===== src/rtl/dev_port_fifo_if.sv =====
// Handshake bundle between the device-side writer and the bus-side reader
// of the port FIFO.
interface dev_port_fifo_if #(
    parameter int width = 16,
    parameter int depth = 8
);
    logic                       push;
    logic [width-1:0]           D_push;
    logic                       pop;
    logic [width-1:0]           D_pop;
    logic                       pndng;
    logic                       full;
    logic [$clog2(depth+1)-1:0] count;
    logic                       overflow;
    logic                       underflow;

    modport master (
        output push, D_push, pop,
        input  D_pop, pndng, full, count, overflow, underflow
    );

    modport slave (
        input  push, D_push, pop,
        output D_pop, pndng, full, count, overflow, underflow
    );
endinterface


===== src/rtl/dev_port_fifo.sv =====
// First-word fall-through circular FIFO between a device driver and a bus,
// with registered occupancy and one-cycle overflow/underflow pulses.
module dev_port_fifo #(
    parameter int width = 16,
    parameter int depth = 8
) (
    input logic            clk,
    input logic            rst_n,
    dev_port_fifo_if.slave bus
);
    localparam int aw = $clog2(depth);
    localparam int cw = $clog2(depth + 1);
    localparam logic [cw-1:0] full_cnt = cw'(depth);

    logic [width-1:0] mem [depth];
    logic [aw-1:0]    rd_ptr;
    logic [aw-1:0]    wr_ptr;
    logic [cw-1:0]    cnt;
    logic             ovf;
    logic             udf;
    logic             nonempty;
    logic             is_full;
    logic             do_push;
    logic             do_pop;

    assign nonempty = (cnt != '0);
    assign is_full  = (cnt == full_cnt);
    assign do_pop   = bus.pop && nonempty;
    // A pop in the same cycle frees the slot, so a full queue still accepts.
    assign do_push  = bus.push && (!is_full || bus.pop);

    always_ff @(posedge clk or negedge rst_n) begin
        if (!rst_n) begin
            rd_ptr <= '0;
            wr_ptr <= '0;
            cnt    <= '0;
            ovf    <= 1'b0;
            udf    <= 1'b0;
        end else begin
            if (do_push)
                wr_ptr <= wr_ptr + aw'(1);
            if (do_pop)
                rd_ptr <= rd_ptr + aw'(1);
            unique case (1'b1)
                (do_push && !do_pop): cnt <= cnt + cw'(1);
                (do_pop && !do_push): cnt <= cnt - cw'(1);
                default: ;
            endcase
            ovf <= bus.push && is_full && !bus.pop;
            udf <= bus.pop && !nonempty;
        end
    end

    // Storage is deliberately left out of reset.
    always_ff @(posedge clk) begin
        if (rst_n && do_push)
            mem[wr_ptr] <= bus.D_push;
    end

    assign bus.D_pop     = mem[rd_ptr];
    assign bus.pndng     = nonempty;
    assign bus.full      = is_full;
    assign bus.count     = cnt;
    assign bus.overflow  = ovf;
    assign bus.underflow = udf;
endmodule


===== src/flat_wrapper.sv =====
// flat-port wrapper written by rule: the top's interface ports become plain ports
module dev_port_fifo_flat 
#(
    parameter int width = 16,
    parameter int depth = 8
)
  (clk, rst_n, bus_push, bus_D_push, bus_pop, bus_D_pop, bus_pndng, bus_full, bus_count, bus_overflow, bus_underflow);
  dev_port_fifo_if #(.width(width), .depth(depth)) bus_i ();
  input logic clk;
  input logic rst_n;
  input wire logic [$bits(bus_i.push)-1:0] bus_push;
  input wire logic [$bits(bus_i.D_push)-1:0] bus_D_push;
  input wire logic [$bits(bus_i.pop)-1:0] bus_pop;
  output wire logic [$bits(bus_i.D_pop)-1:0] bus_D_pop;
  output wire logic [$bits(bus_i.pndng)-1:0] bus_pndng;
  output wire logic [$bits(bus_i.full)-1:0] bus_full;
  output wire logic [$bits(bus_i.count)-1:0] bus_count;
  output wire logic [$bits(bus_i.overflow)-1:0] bus_overflow;
  output wire logic [$bits(bus_i.underflow)-1:0] bus_underflow;
  assign bus_i.push = bus_push;
  assign bus_i.D_push = bus_D_push;
  assign bus_i.pop = bus_pop;
  assign bus_D_pop = bus_i.D_pop;
  assign bus_pndng = bus_i.pndng;
  assign bus_full = bus_i.full;
  assign bus_count = bus_i.count;
  assign bus_overflow = bus_i.overflow;
  assign bus_underflow = bus_i.underflow;
  dev_port_fifo #(.width(width), .depth(depth)) u_core (.clk(clk), .rst_n(rst_n), .bus(bus_i));
endmodule

===== config.mk =====
export PLATFORM = sky130hd
export DESIGN_NAME = dev_port_fifo_flat
export DESIGN_NICKNAME = d
export VERILOG_FILES = /design/src/rtl/dev_port_fifo_if.sv /design/src/rtl/dev_port_fifo.sv /design/src/flat_wrapper.sv
export SDC_FILE = /design/constraint.sdc
export NUM_CORES = 1
export LEC_CHECK = 0
export BUFFER_PORTS_ARGS = -buffer_cell sky130_fd_sc_hd__buf_4
export CAP_MARGIN = 25
export CORE_MARGIN = 1.5
export CORE_UTILIZATION = 45
export CTS_CLUSTER_DIAMETER = 150
export CTS_CLUSTER_SIZE = 10
export DETAILED_ROUTE_END_ITERATION = 8
export GPL_TIMING_DRIVEN = 0
export PLACE_DENSITY = 0.65
export SLEW_MARGIN = 20
export SYNTH_ARGS = -nofsm -noshare
export SYNTH_HDL_FRONTEND = slang
export SYNTH_SLANG_ARGS = --single-unit

===== constraint.sdc =====
create_clock -name clk -period 2.6 [get_ports clk]
set_input_delay 0.39 -clock clk [delete_from_list [all_inputs] [get_ports clk]]
set_output_delay 0.39 -clock clk [all_outputs]
set_load 0.01 [all_outputs]

# After elaboration in Yosys (flattened, before gate mapping)
# Memory sizes are Yosys's and may differ from the RTL's.
# Index checks and enable logic that the tools add are counted.
# Widths: inputs -> output; s select.
[totals]
regBits = 12
output_inout_bits = 24
rom_bits = 0
latch_bits = 0
mem_bits_rw = 128
mem_count = 1
[op_classes]
eq_ne = 1
div_mod_pow = 0
mul = 0
n_reduce_logical = 16
add_sub_neg = 4
n_lt_le_gt_ge = 0
mux = 3
n_bitwise = 0
n_shift = 0
[memory_table]
columns = ["memory", "depth", "width", "rd", "rd_clocked_by_memory_dff", "write_ports", "line", "source"]
rows = [
  ["u_core.mem", 8, 16, 1, 0, 1, "dev_port_fifo.sv:15", "logic [width-1:0] mem [depth];"],
]
[ops]
columns = ["op", "n"]
rows = [
  ["$logic_and 1x1->1", 8],
  ["$pmux 4 s2", 1],
  ["$add 3x1->3 const B", 2],
  ["$logic_not 1->1", 5],
  ["$add 4x1->4 const B", 1],
  ["$eq 4x4->1 const B", 1],
  ["$reduce_bool 4->1", 1],
  ["$sub 4x1->4 const B", 1],
  ["$mux 1", 2],
  ["$reduce_bool 2->1", 1],
  ["$logic_or 1x1->1", 1],
]

# Depth between registers and ports, before layout
# Gate-level depths: netlist of the first run.
[logic_depth]
word_depth = 7
mapped_depth = 10
mapped_depth_nobuf = 9

# Worst setup path before layout of the first run
# No wires, ideal clock.
[synth_path]
path_kind = "reg-to-reg"
startpoint = "register u_core.cnt[1] (netlist: u_core.bus.count[1])"
endpoint = "register u_core.cnt[3] (netlist: u_core.bus.count[3])"
required_time_ps = 2457
path_stages_with_launch = 8
arrival_ps = 2555
path_slack_ps = -99
setup_time_ps = 143
period_less_slack_ps = 2699
path_cell_list = "dfrtp_1 buf_6 or4b_4 o21ai_4 ha_1 or3b_2 a2111oi_0 o221ai_1"
[synth_via]
elab_chain_len = 7
elab_cells_between_ends = 14
cone_classes = "add/sub: 2; eq/ne: 1; mux: 1; reduce/logical: 10"
[synth_rtl]
columns = ["element", "line", "source"]
rows = [
  ["from (decl)", "dev_port_fifo.sv:18", "logic [cw-1:0] cnt;"],
  ["from (signal assigned)", "dev_port_fifo.sv:45", "(do_push && !do_pop): cnt <= cnt + cw'(1);"],
  ["from (signal assigned)", "dev_port_fifo.sv:46", "(do_pop && !do_push): cnt <= cnt - cw'(1);"],
  ["$eq 4x4->1", "dev_port_fifo.sv:27", "assign is_full = (cnt == full_cnt);"],
  ["$logic_not 1->1", "dev_port_fifo.sv:30", "assign do_push = bus.push && (!is_full || bus.pop);"],
  ["$logic_or 1x1->1", "dev_port_fifo.sv:30", ""],
  ["$logic_and 1x1->1", "dev_port_fifo.sv:30", ""],
  ["$logic_not 1->1", "dev_port_fifo.sv:46", ""],
  ["$logic_and 1x1->1", "dev_port_fifo.sv:46", ""],
  ["$pmux 4 s2 or $reduce_bool 2->1 (tied branches)", "-", ""],
]
# Parallel ways exist; a longest one is shown, timed or not.
# A chain may end at the register's enable or synchronous reset.

# Worst setup path after layout of the first run
[layout_path]
startpoint = "register u_core.rd_ptr[1]"
endpoint = "output port bus_D_pop[13]"
[layout_via]
elab_chain_len = 1
[layout_rtl]
columns = ["element", "line", "source"]
rows = [
  ["from (decl)", "dev_port_fifo.sv:16", "logic [aw-1:0] rd_ptr;"],
  ["from (signal assigned)", "dev_port_fifo.sv:43", "rd_ptr <= rd_ptr + aw'(1);"],
  ["$mem_v2 8x16", "-", ""],
  ["to (decl)", "flat_wrapper.sv:14", "output wire logic [$bits(bus_i.D_pop)-1:0] bus_D_pop;"],
]
# No other way between the ends.

==> metrics.txt, run 1 <==
status finished, final reports clean; root buffer cell clkbuf_16; worst path arrival time 2140 ps; worst-skew pair later-pin latency 420 ps; Synth top cells by count edfxtp_1, mux4_2, mux2_2, dfrtp_1; Avg Inst Size Synth 21.7 um^2; gr usage total 17.6%; Core ar. 12000 um^2; Critical Path RT 2210 ps; P&R area growth vs syn 24.7%; post-route setup TNS 0 ps; H-Tree Depth 4; CP Capture Type output pin; area of the multi-input gates 1370 um^2; die area 12900 um^2; Core Rows 40; Synth Flop Type edfxtp_1; CTS tree yes; cells after synthesis 254; initial antenna violation count 0; maximum vdd drop 0.463 mV; Max FO, Critical Path 10; final worst-path cycle share 97.4%; Placer Congestion 0.661; clock slew at reported path FFs 60 ps; Period minus WS final 2530 ps; drc violations 0; Post-Route Utilization 57.3%; fraction of layout cells with a size suffix above 1 48.8%; Slew Limit Fails 0; max cap viols 0; vias 2727; Die Y 114 um; YS warnings 0; Slew @ Worst Pin 639 ps; startpoint types flop; # setup viols final 0; Seq. cell area 4150 um^2; Setup CP Type flop to output pin; routed len/inst 21.1 um; placed instance area 6210 um^2; post-synth net total 279; Post-DP HPWL 6640 um; Sink Count 140; r2r worst-path depth 9; WL final 10400 um; fin worst setup slack 67.6 ps; Synth top area share 69.6%; largest net degree at the start of global routing 17; Fmax 0.395 GHz; register area share after synthesis 75.1%; synthesized area 5520 um^2; vias per cell 5.55; Synth area leader edfxtp_1; Placement Setup Slack -180 ps; Max-slew headroom 57.4%; drt pass-1 iters 4; fillers 903; Leakage 2.37 nW; TritonCTS Buffers 17; I/O pins 44; Post-synth EDFFs 128; Die Wd 114 um; ys async rst share 8.57%; Hold Fails Final Rpt 0; Hold WC Path Type input pin to flop; clk_skew 4.73 ps; count of different cell masters after synthesis 34; fin nets 356; Area contributors post-synth edfxtp_1, mux4_2, dfrtp_1; Initial Utilization 46.0%; GR Overflow Total 0; Final Instance Area 6880 um^2; Worst Hold Depth 1; Seq cells post-synth 140; vias in the first global route 2874; Clock Path Buffers 2; I/O Buffers 43; first-pass GRT wire length 16000 um; RSZ-0062 raised after global routing true; 1st-iter DRT viols 147; Final ANT Viol Nets 0; top-count cell post-synth edfxtp_1; Power per Cell Area 1100 nW/um^2; Ant. Diodes 0
path summary, 6_finish.rpt:
| path | start | to | slack, ps |
|---|---|---|---|
| hold / removal | bus_D_push[7] | u_core.mem[1][7] | 200 |
| min in group asynchronous | rst_n | u_core.bus.count[1] | 370 |
| hold reg to reg | u_core.wr_ptr[2] | u_core.wr_ptr[2] | 570 |
| setup reg to reg | u_core.bus.count[1] | u_core.bus.count[3] | 90 |
| max in group asynchronous | rst_n | u_core.bus.count[0] | 2030 |
| setup / recovery | u_core.rd_ptr[1] | bus_D_pop[13] | 70 |
report_power, final:
part / total [mW] / switching, mW / internal (mW) / leakage, nW
logic: 2.41 / 1.07 / 1.34 / 0.803
registers: 2.88 / 0.167 / 2.71 / 1.30
clock network: 2.31 / 0.910 / 1.40 / 0.271
total: 7.60 / 2.15 / 5.46 / 2.37
flip-flops by register name (all words and copies together) (netlist names):
signal,cells
u_core.bus.count,4
u_core.bus.underflow,1
u_core.mem,128
u_core.wr_ptr,3
u_core.rd_ptr,3
u_core.bus.overflow,1
through the flow:
| step | hold WS, ps | total power, mW | std cells |
|---|---|---|---|
| 6_report | 203 | 7.60 | 491 |
| 5_1_grt | 191 | 7.92 | 491 |
| 4_1_cts | 183 | 7.63 | 489 |
| 3_5_place_dp | 257 | 5.23 | 456 |
| 3_3_place_gp | 249 | 5.14 | 444 |
| 2_1_floorplan | 94.4 | 4.37 | 254 |
repair_timing:
action | 4_1_cts | 5_1_grt
hold buffers | 1 | 0
gates resized for setup | 16 | 8
setup buffers | 1 | 2
pin swaps | 1 | 1
hold endpoints to repair | 12 | 0
setup endpoints to repair | 17 | 9
layout make-up:
type,instances,share of cell area [%]
flip-flops and latches,140,60.2
multi-input cells,97,19.9
repair buffers,59,6.91
clock buffers,17,6.18
well taps,147,2.67
clock inverters,15,2.15
plain buffers,11,1.65
inverters,5,0.273
cell families (layout without fill, tap and decap cells):
family,count (synthesis),count (layout),share of synthesized area (%)
muxes,52,52,17.2
adders and majority gates,5,5,1.13
buffers and inverters,17,107,1.38
xor gates and xnor gates,7,7,1.11
DFF,140,140,75.1
and+or+nand+nor,24,24,2.74
AOI/OAI and AO/OA,9,9,1.41
worst max-delay path, cell delays in order (launching register included):
cell and delay (ps):
dfrtp_1 350, buf_1 270, clkbuf_4 330, mux4_2 320, mux2_2 310, buf_4 150
layer usage:
metal  track usage [%]  part of all wire [%]
met3              4.89                   4.6
met5                 0                     0
met4              9.83                   2.8
met1              22.3                    43
met2              27.7                    49
cells in the final DEF (no fill, tap or decap), types with 5 or more instances in the layout:
master,Yosys,routed
edfxtp_1,128,128
buf_4,0,56
mux4_2,32,32
mux2_2,18,18
clkbuf_16,0,17
dfrtp_1,12,10
buf_8,0,6
xnor2_1,6,6
inv_1,5,5
Note: power is estimated with default switching activity, not from simulation.
==> run 2: changes to the inputs <==
--- a/config.mk
+++ b/config.mk
@@ -9,6 +9,7 @@
 export CAP_MARGIN = 25
 export CORE_MARGIN = 1.5
 export CORE_UTILIZATION = 45
+export CTS_BUF_LIST = sky130_fd_sc_hd__clkbuf_4
 export CTS_CLUSTER_DIAMETER = 150
 export CTS_CLUSTER_SIZE = 10
 export DETAILED_ROUTE_END_ITERATION = 8
==> run 2 against run 1 <==
Compared with the run above: die area is the same; sequential cell count unchanged; final area shrank 2.5%; first-iteration DRC count grew 13%; highest routed layer unchanged; critical path type unchanged; maximum frequency is 1.4% lower; global-route usage decreased by 0.47 points; critical path depth did not move; worst setup slack worse by 37 ps; worst hold slack worse by 110 ps; clock power decreased by 42%; final cell count grew 0.81%; via count down 1.1%.
==> metrics.txt, run 2 (synthesis gave the netlist of run 1 again) <==
Die Wd 114 um; Max FO, Critical Path 8; Hold WC Path Type input pin to flop; Setup crit end bus_D_pop[6]; root buffer cell clkbuf_4; P&R area growth vs syn 21.6%; Max-slew headroom 58.2%; Core ar. 12000 um^2; Placement Setup Slack -180 ps; Placer Congestion 0.661; vias in the first global route 2817; Slew @ Worst Pin 627 ps; Hold Fails Final Rpt 0; max cap viols 0; initial antenna violation count 0; area of the multi-input gates 1370 um^2; die area 12900 um^2; clk_skew 14.7 ps; Seq. cell area 4150 um^2; Die Y 114 um; number of flip-flops under the largest register name 128; Critical Path RT 2210 ps; routed len/inst 21.2 um; Worst Setup SP u_core.rd_ptr[0]; CP Capture Type output pin; Clock Path Buffers 2; commonest non-fill, non-tap cell in the layout edfxtp_1; Period minus WS final 2570 ps; worst path arrival time 2180 ps; highest-count cells in the layout ignoring fill and taps edfxtp_1, buf_4, mux4_2; Post-DP HPWL 6640 um; Fmax 0.389 GHz; final worst-path cycle share 98.8%; GR Overflow Total 0; RSZ-0062 raised after global routing true; Core Rows 40; Setup CP Type flop to output pin; R2R setup slack 40 ps; fin worst setup slack 30.6 ps; FF-to-FF Start u_core.bus.count[0]; fillers 937; Largest Register u_core.mem; TritonCTS Buffers 17; vias 2698; CTS tree yes; maximum vdd drop 0.485 mV; I/O pins 44; Sink Count 140; status finished, final reports clean; largest net degree at the start of global routing 17; Final ANT Viol Nets 0; Initial Utilization 46.0%; Final Instance Area 6710 um^2; r2r worst-path depth 6; I/O Buffers 43; WL final 10500 um; drt pass-1 iters 4; startpoint types flop; clock slew at reported path FFs 120 ps; Power per Cell Area 1030 nW/um^2; H-Tree Depth 4; reg2reg end u_core.bus.count[3]; 1st-iter DRT viols 166; Leakage 2.32 nW; Slew Limit Fails 0; post-route setup TNS 0 ps; placed instance area 6210 um^2; first-pass GRT wire length 15700 um; fin nets 360; fraction of layout cells with a size suffix above 1 49.4%; gr usage total 17.1%; # setup viols final 0; drc violations 0; Ant. Diodes 0; vias per cell 5.45; worst-skew pair later-pin latency 520 ps
-- run 2: changes by cell type in the layout (fill, tap and decap cells not counted), moves of 2 or more --
cell       delta
mux2_4        +4
mux2_2        -4
buf_8         -2
clkbuf_16    -14
clkbuf_4     +17
buf_6         +4
buf_12        +3
buf_4         -4
-- run 2: worst max-delay path, stage by stage (launching register included) --
cell     delay, ps
dfrtp_1        410
buf_12         170
buf_12         140
mux4_2         500
mux2_2         290
buf_4          140
-- run 2: area by class of cell --
type                    count  area share, %
plain buffers              10           2.07
inverters                   5          0.280
flip-flops and latches    140           61.8
repair buffers             64           8.65
clock buffers              17           1.90
clock inverters            15           2.20
well taps                 147           2.74
multi-input cells          97           20.4
-- run 2: worst min path at each step --
stage,start,endpoint,depth (start not counted)
floorplan,rst_n,u_core.bus.count[0],0
global placement,rst_n,u_core.bus.count[1],1
global route,bus_D_push[8],u_core.mem[1][8],1
finish,bus_D_push[7],u_core.mem[7][7],1
CTS,bus_D_push[7],u_core.mem[7][7],1
detailed placement,rst_n,u_core.bus.count[1],1
-- run 2: report_power, final --
part / internal, mW / switching, mW / leakage, nW
clock network: 0.566 / 0.778 / 0.139
logic: 1.56 / 1.09 / 0.880
registers: 2.70 / 0.197 / 1.30
-- run 2: timing repair --
| action | in CTS | in global routing |
|---|---|---|
| gates resized for setup | 24 | 10 |
| hold buffers | 1 | 0 |
| buffers inserted | 3 | 2 |
| pin swaps | 1 | 0 |
| endpoints found under the hold margin | 12 | 0 |
| endpoints found under the setup margin | 17 | 17 |
| cloned | 0 | 3 |
-- run 2: metrics by stage --
| stage | util, % | cells | total power, mW | hold slack (ps) |
|---|---|---|---|---|
| after floorplan | - | 254 | 4.37 | 94.4 |
| after global placement | 50.5 | 444 | 5.14 | 249 |
| after detailed placement | 51.7 | 456 | 5.23 | 257 |
| after CTS | 54.9 | 490 | 6.74 | 42.7 |
| after global routing | 55.9 | 495 | 7.23 | 33.8 |
| final | 55.9 | 495 | 6.89 | 93.2 |
-- run 2: layer usage --
metal  up-vias  track usage, %  share of wire [%]
li1       1211               -                  -
met1      1406            21.8                 43
met2        70            28.1                 50
met3        11            4.78                5.2
met4         0            6.83                1.2
met5         -               0                  0
==> run 3: changes to the inputs <==
--- a/config.mk
+++ b/config.mk
@@ -5,6 +5,7 @@
 export SDC_FILE = /design/constraint.sdc
 export NUM_CORES = 1
 export LEC_CHECK = 0
+export ABC_AREA = 1
 export BUFFER_PORTS_ARGS = -buffer_cell sky130_fd_sc_hd__buf_4
 export CAP_MARGIN = 25
 export CORE_MARGIN = 1.5
==> run 3 against run 2 <==
Compared with the run above: critical path depth grew 3; routed wire length is 25% higher; total power up 11%; sequential share of layout area is 1.6 points lower; sequential power fell by 2%; final cell count grew 49%; final area is 2.5% higher; first-iteration DRC count is 110% higher; clock-buffer cell count unchanged; area after synthesis up 5.7%; highest routed layer unchanged; worst setup slack improved by 160 ps.
==> metrics.txt, run 3 <==
status finished, final reports clean; fraction of layout cells with a size suffix above 1 22.5%; clk_skew 17.1 ps; die area 13700 um^2; drt pass-1 iters 5; Placer Congestion 0.754; max cap viols 0; vias 3825; Ant. Diodes 0; I/O pins 44; Leakage 2.57 nW; RSZ-0062 raised after global routing false; area of the multi-input gates 1450 um^2; Avg Inst Size Synth 12.1 um^2; Hold Fails Final Rpt 0; Slew Limit Fails 0; maximum vdd drop 0.478 mV; Post-CTS Setup Repair Bufs 0; register area share after synthesis 71.0%; PostCTS Resize Cnt 0; Period minus WS final 2400 ps; WL final 13100 um; routed len/inst 17.7 um; drc violations 0; Max-slew headroom 60.3%; Sink Count 140; number of flip-flops under the largest register name 128; Worst Hold Depth 1; Synth area leader edfxtp_1; Seq. cell area 4140 um^2; ys async rst share 8.57%; post-route setup TNS 0 ps; P&R area growth vs syn 17.9%; 1st-iter DRT viols 349; vias in the first global route 3678; Post-DP HPWL 8480 um; CTS Hold Bufs 1; fin worst setup slack 195 ps; fin nets 577; worst path arrival time 2010 ps; Die Wd 117 um; GR Overflow Total 0; count of different cell masters after synthesis 31; Initial Utilization 46.3%; startpoint types flop; Placement Setup Slack 550 ps; cell total after placement 704; root buffer cell clkbuf_4; Finished Layout Cells 736; Synth Flop Type edfxtp_1; H-Tree Depth 4; synthesized area 5840 um^2; first-pass GRT wire length 20400 um; Hold WS 47.6 ps; Post-synth EDFFs 128; Die Y 117 um; Core Rows 41; Critical Path RT 2210 ps; CP Capture Type output pin; largest net degree at the start of global routing 17; CTS tree yes; highest-count cells in the layout ignoring fill and taps edfxtp_1, nor2_1, nand2_1; Clock Path Buffers 2; Post-Route Utilization 54.5%; gr usage total 20.9%; Area contributors post-synth edfxtp_1, nor2_1, dfrtp_1; r2r worst-path depth 12; Synth top area share 65.9%; Hold WC Path Type input pin to flop; # setup viols final 0; final worst-path cycle share 92.5%; Largest Register u_core.mem; Setup CP Type flop to output pin; YS warnings 0; cells after synthesis 481; initial antenna violation count 0; Max FO, Critical Path 10; Core ar. 12600 um^2; I/O Buffers 43; Power per Cell Area 1110 nW/um^2; vias per cell 5.20; Synth top cells by count edfxtp_1, nor2_1, nand2_1, o21ai_1, o21ai_0; TritonCTS Buffers 17; commonest non-fill, non-tap cell in the layout edfxtp_1; worst-skew pair later-pin latency 560 ps; fillers 1099; post-synth net total 506; Fmax 0.416 GHz; Slew @ Worst Pin 593 ps; top-count cell post-synth edfxtp_1; clock slew at reported path FFs 130 ps; Final ANT Viol Nets 0; Seq cells post-synth 140
[run 3: changes by cell type after synthesis, sizes merged, moves of 3 or more]
cell | previous run | this run
buf | 7 | 21
inv | 5 | 14
mux2 | 19 | 0
mux4 | 32 | 0
nand2 | 1 | 72
nand3 | 2 | 5
nand3b | 3 | 0
nor2 | 6 | 107
o21ai | 1 | 98
xnor2 | 6 | 3
[run 3: final timing paths]
path	start	end	slack, ps
setup / recovery	u_core.rd_ptr[0]	bus_D_pop[14]	200
hold / removal	bus_D_push[8]	u_core.mem[7][8]	50
setup reg to reg	u_core.bus.count[0]	u_core.bus.count[2]	550
hold reg to reg	u_core.wr_ptr[2]	u_core.wr_ptr[2]	550
max in group asynchronous	rst_n	u_core.rd_ptr[2]	2210
min in group asynchronous	rst_n	u_core.bus.count[0]	210
[run 3: final cells by class]
cell class,instances,share of cell area (%)
clock buffer,17,1.85
multi-input combinational,302,21.0
clock inverter,14,3.18
timing repair buffer,52,6.53
tap,172,3.13
inverter,15,0.818
buffer,24,3.29
sequential,140,60.2
[run 3: logic make-up after synthesis]
logic type      count (synthesis)  synth area share [%]
simple gates                  191                  13.5
buf+inv                        39                  4.84
fa+ha+maj                       5                  1.07
flops                         140                  71.0
compound gates                100                  8.66
xor+xnor                        6                 0.900
[run 3: through the flow]
step	instance area (um^2)	power [mW]
floorplan	5840	4.82
global route	6880	8.16
finish	6880	7.64
detailed placement	6530	6.04
CTS	6880	7.70
global placement	6370	5.90
[run 3: per-layer routing]
layer,global-route usage (%),share of wire [%]
met5,0,0
met2,33.9,49
met3,4.63,5.8
met4,6.99,1.6
met1,28.1,43
[run 3: power breakdown]
group	internal [mW]	switching [mW]
clock network	0.860	0.807
logic	1.25	1.88
registers	2.70	0.158
[run 3: critical path: stages (launching register included)]
cell	delay [ps]
dfrtp_1	440
inv_1	100
buf_6	160
buf_4	220
nor2_1	70
o21ai_1	160
nand2_1	100
nand2_1	90
buf_4	120
